`config.mk`:
```
export PLATFORM = sky130hd
export DESIGN_NAME = bcd_credit_sequencer
export DESIGN_NICKNAME = d
export VERILOG_FILES = /design/src/rtl/bcd_credit_sequencer.sv
export SDC_FILE = /design/constraint.sdc
export NUM_CORES = 1
export LEC_CHECK = 0
export BUFFER_PORTS_ARGS = -buffer_cell sky130_fd_sc_hd__buf_2
export CORE_ASPECT_RATIO = 1.4
export CORE_MARGIN = 1
export CORE_UTILIZATION = 49
export CTS_BUF_LIST = sky130_fd_sc_hd__clkbuf_4 sky130_fd_sc_hd__clkbuf_8 sky130_fd_sc_hd__clkbuf_16
export CTS_CLUSTER_DIAMETER = 50
export DETAILED_ROUTE_END_ITERATION = 16
export HOLD_SLACK_MARGIN = 0.06
export PLACE_DENSITY = 0.76
export SYNTH_ARGS = -nofsm -noshare
export SYNTH_HDL_FRONTEND = slang
export SYNTH_SLANG_ARGS = --single-unit
```
`constraint.sdc`:
```
create_clock -name clk -period 2.3 [get_ports clk]
set_clock_uncertainty 0.05 [all_clocks]
set_input_delay 0.345 -clock clk [delete_from_list [all_inputs] [get_ports clk]]
set_output_delay 0.345 -clock clk [all_outputs]
set_load 0.01 [all_outputs]
```
`src/rtl/bcd_credit_sequencer.sv`:
```
// Multi-digit BCD credit register that owns a shared single-digit adder.
// Deposit, vend and clear run serially, least significant digit first.
module bcd_credit_sequencer #(
  parameter int DIGITS = 3
) (
  input  logic                clk,
  input  logic                rst,
  input  logic                cmd_valid,
  output logic                cmd_ready,
  input  logic [1:0]          cmd_op,
  input  logic [4*DIGITS-1:0] cmd_val,
  output logic [3:0]          add_num_0,
  output logic [3:0]          add_num_1,
  output logic                add_c_in,
  output logic                add_en,
  input  logic [3:0]          add_sum,
  output logic [4*DIGITS-1:0] credit,
  output logic                busy,
  output logic                done,
  output logic                err
);

  localparam int W  = 4 * DIGITS;
  localparam int IW = (DIGITS > 1) ? $clog2(DIGITS) : 1;

  localparam logic [1:0] OP_DEP = 2'b00;
  localparam logic [1:0] OP_VND = 2'b01;
  localparam logic [1:0] OP_CLR = 2'b10;
  localparam logic [1:0] OP_RSV = 2'b11;

  typedef enum logic [1:0] {
    IDLE   = 2'd0,
    RUN    = 2'd1,
    FINISH = 2'd2
  } state_e;

  state_e         state_q, state_d;
  logic [1:0]     op_q, op_d;
  logic [W-1:0]   val_q, val_d;
  logic [IW-1:0]  idx_q, idx_d;
  logic           carry_q, carry_d;
  logic [W-1:0]   scratch_q, scratch_d;
  logic [W-1:0]   credit_q, credit_d;
  logic           rej_q, rej_d;
  logic           done_q, done_d;
  logic           err_q, err_d;

  logic           bad;
  logic [4:0]     sum5;
  logic [3:0]     opd_dig;

  always_ff @(posedge clk or posedge rst) begin
    if (rst) begin
      state_q   <= IDLE;
      op_q      <= '0;
      val_q     <= '0;
      idx_q     <= '0;
      carry_q   <= 1'b0;
      scratch_q <= '0;
      credit_q  <= '0;
      rej_q     <= 1'b0;
      done_q    <= 1'b0;
      err_q     <= 1'b0;
    end else begin
      state_q   <= state_d;
      op_q      <= op_d;
      val_q     <= val_d;
      idx_q     <= idx_d;
      carry_q   <= carry_d;
      scratch_q <= scratch_d;
      credit_q  <= credit_d;
      rej_q     <= rej_d;
      done_q    <= done_d;
      err_q     <= err_d;
    end
  end

  always_comb begin
    state_d   = state_q;
    op_d      = op_q;
    val_d     = val_q;
    idx_d     = idx_q;
    carry_d   = carry_q;
    scratch_d = scratch_q;
    credit_d  = credit_q;
    rej_d     = rej_q;
    done_d    = 1'b0;
    err_d     = 1'b0;
    bad       = (cmd_op == OP_RSV);
    for (int i = 0; i < DIGITS; i++) begin
      if (cmd_val[4*i +: 4] > 4'd9) bad = 1'b1;
    end
    sum5 = {1'b0, add_num_0} + {1'b0, add_num_1} + {4'd0, add_c_in};
    unique case (state_q)
      IDLE: begin
        if (cmd_valid) begin
          op_d    = cmd_op;
          val_d   = cmd_val;
          rej_d   = bad;
          idx_d   = '0;
          carry_d = (cmd_op == OP_VND);
          state_d = (bad || cmd_op == OP_CLR) ? FINISH : RUN;
        end
      end
      RUN: begin
        scratch_d[{idx_q, 2'b00} +: 4] = add_sum;
        carry_d = (sum5 >= 5'd10);
        idx_d   = idx_q + 1'b1;
        if (idx_q == IW'(DIGITS - 1)) state_d = FINISH;
      end
      FINISH: begin
        state_d = IDLE;
        done_d  = 1'b1;
        // deposit overflows on carry-out; vend borrows on missing carry-out
        if (rej_q) begin
          err_d = 1'b1;
        end else if (op_q == OP_CLR) begin
          credit_d = '0;
        end else if ((op_q == OP_DEP && carry_q) ||
                     (op_q == OP_VND && !carry_q)) begin
          err_d = 1'b1;
        end else begin
          credit_d = scratch_q;
        end
      end
      default: state_d = IDLE;
    endcase
  end

  always_comb begin
    cmd_ready = (state_q == IDLE);
    busy      = (state_q != IDLE);
    add_en    = 1'b0;
    add_num_0 = 4'd0;
    add_num_1 = 4'd0;
    add_c_in  = 1'b0;
    opd_dig   = val_q[{idx_q, 2'b00} +: 4];
    if (state_q == RUN) begin
      add_en    = 1'b1;
      add_num_0 = credit_q[{idx_q, 2'b00} +: 4];
      add_num_1 = (op_q == OP_VND) ? (4'd9 - opd_dig) : opd_dig;
      add_c_in  = carry_q;
    end
  end

  assign credit = credit_q;
  assign done   = done_q;
  assign err    = err_q;

endmodule

```
==> flow_metrics.env <==
export IMPL_status="complete, but fails checks"
export IMPL_violations="negative setup slack"
export IMPL_post_route_min_period_ns=2.539
export IMPL_port_buffers=46
export IMPL_totalWireLength_um=5336
export IMPL_core_mm2=0.004572
export IMPL_drc_errors=0
export IMPL_viasPerCell=5.210
export IMPL_layout_commonest_cell="nand2_1"
export IMPL_mostFrequentLayoutCells="78 x nand2_1, 45 x dfrtp_1, 44 x buf_2, 22 x buf_4, 14 x nor2_1"
export IMPL_powerDensity_mw_per_mm2=1124
export IMPL_crit_buf_inv=2
export IMPL_place_area_mm2=0.002780
export IMPL_overflow=0
export IMPL_drt_first_pass_iters=4
export IMPL_synth_seq_cells=46
export IMPL_multi_input_area_mm2=0.001164
export IMPL_yosysWarningCount=0
export IMPL_whs_ns=0.1779
export IMPL_crit_path_max_fanout=6
export IMPL_grt_max_degree=31
export IMPL_clk_latency_ns=0.30
export IMPL_timing_final_ws_setup_ns=-0.2395
export IMPL_die_y_um=84.18
export IMPL_std_cell_rows=29
export IMPL_rsz0062_at_grt="yes"
export IMPL_dp_hpwl_um=4046
export IMPL_seqCellArea_mm2=0.001152
export IMPL_crit_path_end_kind="flop"
export IMPL_fp_dieW_um=60.70
export IMPL_clkSinkCount=46
export IMPL_avgSynthCellArea_um2=9.269
export IMPL_grt_pass1_wl_um=9059
export IMPL_h_tree_depth=2
export IMPL_yosysSeqAreaShare_pct=48.70
export IMPL_root_buffer="clkbuf_8"
export IMPL_post_synth_inst_count=255
export IMPL_drt_first_iter_violations=54
export IMPL_grt_pass1_vias=1952
export IMPL_fillers=369
export IMPL_arrival_ns=2.68
export IMPL_critPathTopFamily="adder cells"
export IMPL_grtUsageTotal_pct=23.82
export IMPL_min_period_over_period_pct=110.4
export IMPL_syn_nets=286
export IMPL_cp_start_kind="flop"
export IMPL_synth_area_mm2=0.002364
export IMPL_ys_types=40
export IMPL_die_area_mm2=0.005109
export IMPL_hold_path_class="in -> reg"
export IMPL_start_util_pct=51.70
export IMPL_io_pins=47
export IMPL_drtAntennaViolNets=0
export IMPL_reg2reg_slack_ns=-0.24
export IMPL_required_ns=2.44
export IMPL_cts_tree="yes"
export IMPL_syn_to_final_growth_pct=27.69
export IMPL_max_stage_delay_ns=0.50
export IMPL_setup_viol=2
export IMPL_wl_per_cell_um=13.86
export IMPL_total_power_w=0.003391
export IMPL_path_clk_slew_ns=0.09
export IMPL_cp_cell_sequence="buf_4 > mux2i_1 > o2bb2ai_1 > xnor2_1 > nor2_2 > fa_2 > inv_2 > fa_1 > nor2_1 > a2111o_1 > nand2_1 > a21oi_1"
export IMPL_crit_slowest_cell="fa_1"
export IMPL_clockBufferDepth=2
export IMPL_dp_cells=373
export IMPL_dpl_worst_slack_ns=-0.3349
export IMPL_max_cap_violations=0
export IMPL_final_nets=353
export IMPL_critPathKind="reg -> reg"
export IMPL_drv_slew=0
export IMPL_final_cells=385
export IMPL_gp_congestion=0.7933
export IMPL_max_vdd_ir_drop_uv=655.4
export IMPL_slew_headroom_pct=59.06
export IMPL_post_route_cell_area_mm2=0.003018
export IMPL_antenna_found_initial=0
export IMPL_diodes=0
export IMPL_p_leak_nw=1.511
export IMPL_fmax_mhz=393.8
export IMPL_worstMarginPinSlew_ns=0.6104
export IMPL_cts_buffers_inserted=5
export IMPL_drive_gt1_share_pct=30.03
export IMPL_timing_hold_violations_final=0
export IMPL_num_vias=2006
-- what timing repair did --
| item | 4_1_cts | 5_1_grt |
|---|---|---|
| endpoints found under the setup margin | 3 | 3 |
| cloned | 0 | 0 |
| setup buffers | 4 | 0 |
| hold buffers | 1 | 0 |
| gates resized for setup | 12 | 1 |
| pin swaps | 9 | 1 |
| endpoints found under the hold margin | 16 | 0 |
-- power breakdown --
part | total (W) | leakage, nW | internal (W) | switching, W
combinational | 0.00145 | 0.844 | 0.000676 | 0.000774
clock | 0.000742 | 0.0714 | 0.000463 | 0.000278
sequential | 0.00120 | 0.596 | 0.00103 | 0.000168
total | 0.00339 | 1.51 | 0.00217 | 0.00122
-- worst paths after layout --
check                      startpoint      endpoint  depth (start not counted)
setup / recovery             idx_q[0]       carry_q                         12
hold / removal             cmd_val[0]      val_q[0]                          3
setup reg to reg             idx_q[0]       carry_q                         12
hold reg to reg              val_q[3]      val_q[3]                          2
max in group asynchronous         rst      idx_q[0]                          4
min in group asynchronous         rst  scratch_q[3]                          3
-- area by class of cell --
cell class                 instances  share of cell area (%)
clock inverter                     2                   1.990
tap                               62                   2.570
multi-input combinational        190                   38.56
inverter                           8                   1.078
clock buffer                       6                   2.736
timing repair buffer              71                   14.88
sequential                        46                   38.18
-- flip-flops by register name, indices dropped and copies added (netlist names) --
register	flops
scratch_q	12
carry_q	1
credit	12
done	1
idx_q	2
val_q	12
op_q	2
state_q	2
rej_q	1
err	1
-- through the flow --
step / utilization, % / TNS (ns)
5_1_grt: 66.01 / -0.6790
3_3_place_gp: 60.81 / -0.2195
6_report: 66.01 / -0.3007
2_1_floorplan: - / -0.2749
4_1_cts: 65.96 / -0.2625
3_5_place_dp: 60.81 / -0.3349
-- cell families (layout without fill, tap and decap cells) --
group / count (synthesis) / in the layout / share of synthesized area (%)
adders and majority gates: 10 / 10 / 5.929
buffers and inverters: 19 / 87 / 4.182
and+or+nand+nor: 119 / 119 / 22.87
DFF: 46 / 46 / 48.70
AOI/OAI and AO/OA: 49 / 49 / 13.45
xor gates and xnor gates: 4 / 4 / 1.483
muxes: 8 / 8 / 3.388
-- cells in the mapped netlist --
master	count	area, um2
o31ai_1	1	7.510
xnor2_1	3	26.28
mux2i_1	8	80.08
buf_2	5	25.02
a22o_1	11	96.34
buf_4	3	22.52
nor2_1	16	60.06
dfrtp_1	46	1151
fa_1	2	40.04
or2_2	1	6.260
inv_1	7	26.28
and2_1	4	25.02
nand2b_1	2	12.51
o2bb2ai_1	1	8.760
o22ai_1	2	12.51
xor2_1	1	8.760
nor2b_1	4	25.02
nor3_1	3	15.01
nand2_4	1	11.26
and2b_1	1	7.510
a2111o_1	1	11.26
nor3b_2	1	12.51
a211oi_1	2	15.01
nand2b_2	1	8.760
nand2_2	1	6.260
o32ai_1	1	8.760
o211ai_2	1	12.51
nand2_1	78	292.8
or3b_1	1	8.760
nor4b_4	1	23.77
buf_6	1	11.26
inv_4	1	6.260
nand4b_1	1	8.760
nand3_1	2	10.01
o21ai_0	8	40.04
clkbuf_1	2	7.510
a21oi_1	9	45.04
nor2_2	1	6.260
ha_1	8	100.1
o21ai_1	12	60.06
-- worst reg2reg max path, delay by kind of cell, from the launching register on --
kind | cells | cell delay (ns)
and+or+nand+nor | 3 | 0.25
adders and majority gates | 2 | 0.74
xor gates and xnor gates | 1 | 0.14
DFF | 1 | 0.47
AOI/OAI and AO/OA | 3 | 0.44
buffers and inverters | 2 | 0.20
muxes | 1 | 0.16
-- metal layers --
layer	vias to the layer above	routed length, um	track usage (%)	part of all wire [%]
met1	960	2276	29.88	43
met5	-	0	0	0
met3	8	180	4.777	3.4
met4	0	82	8.058	1.5
met2	55	2796	40.06	52
li1	983	-	-	-
Note: power is estimated with default switching activity, not from simulation.
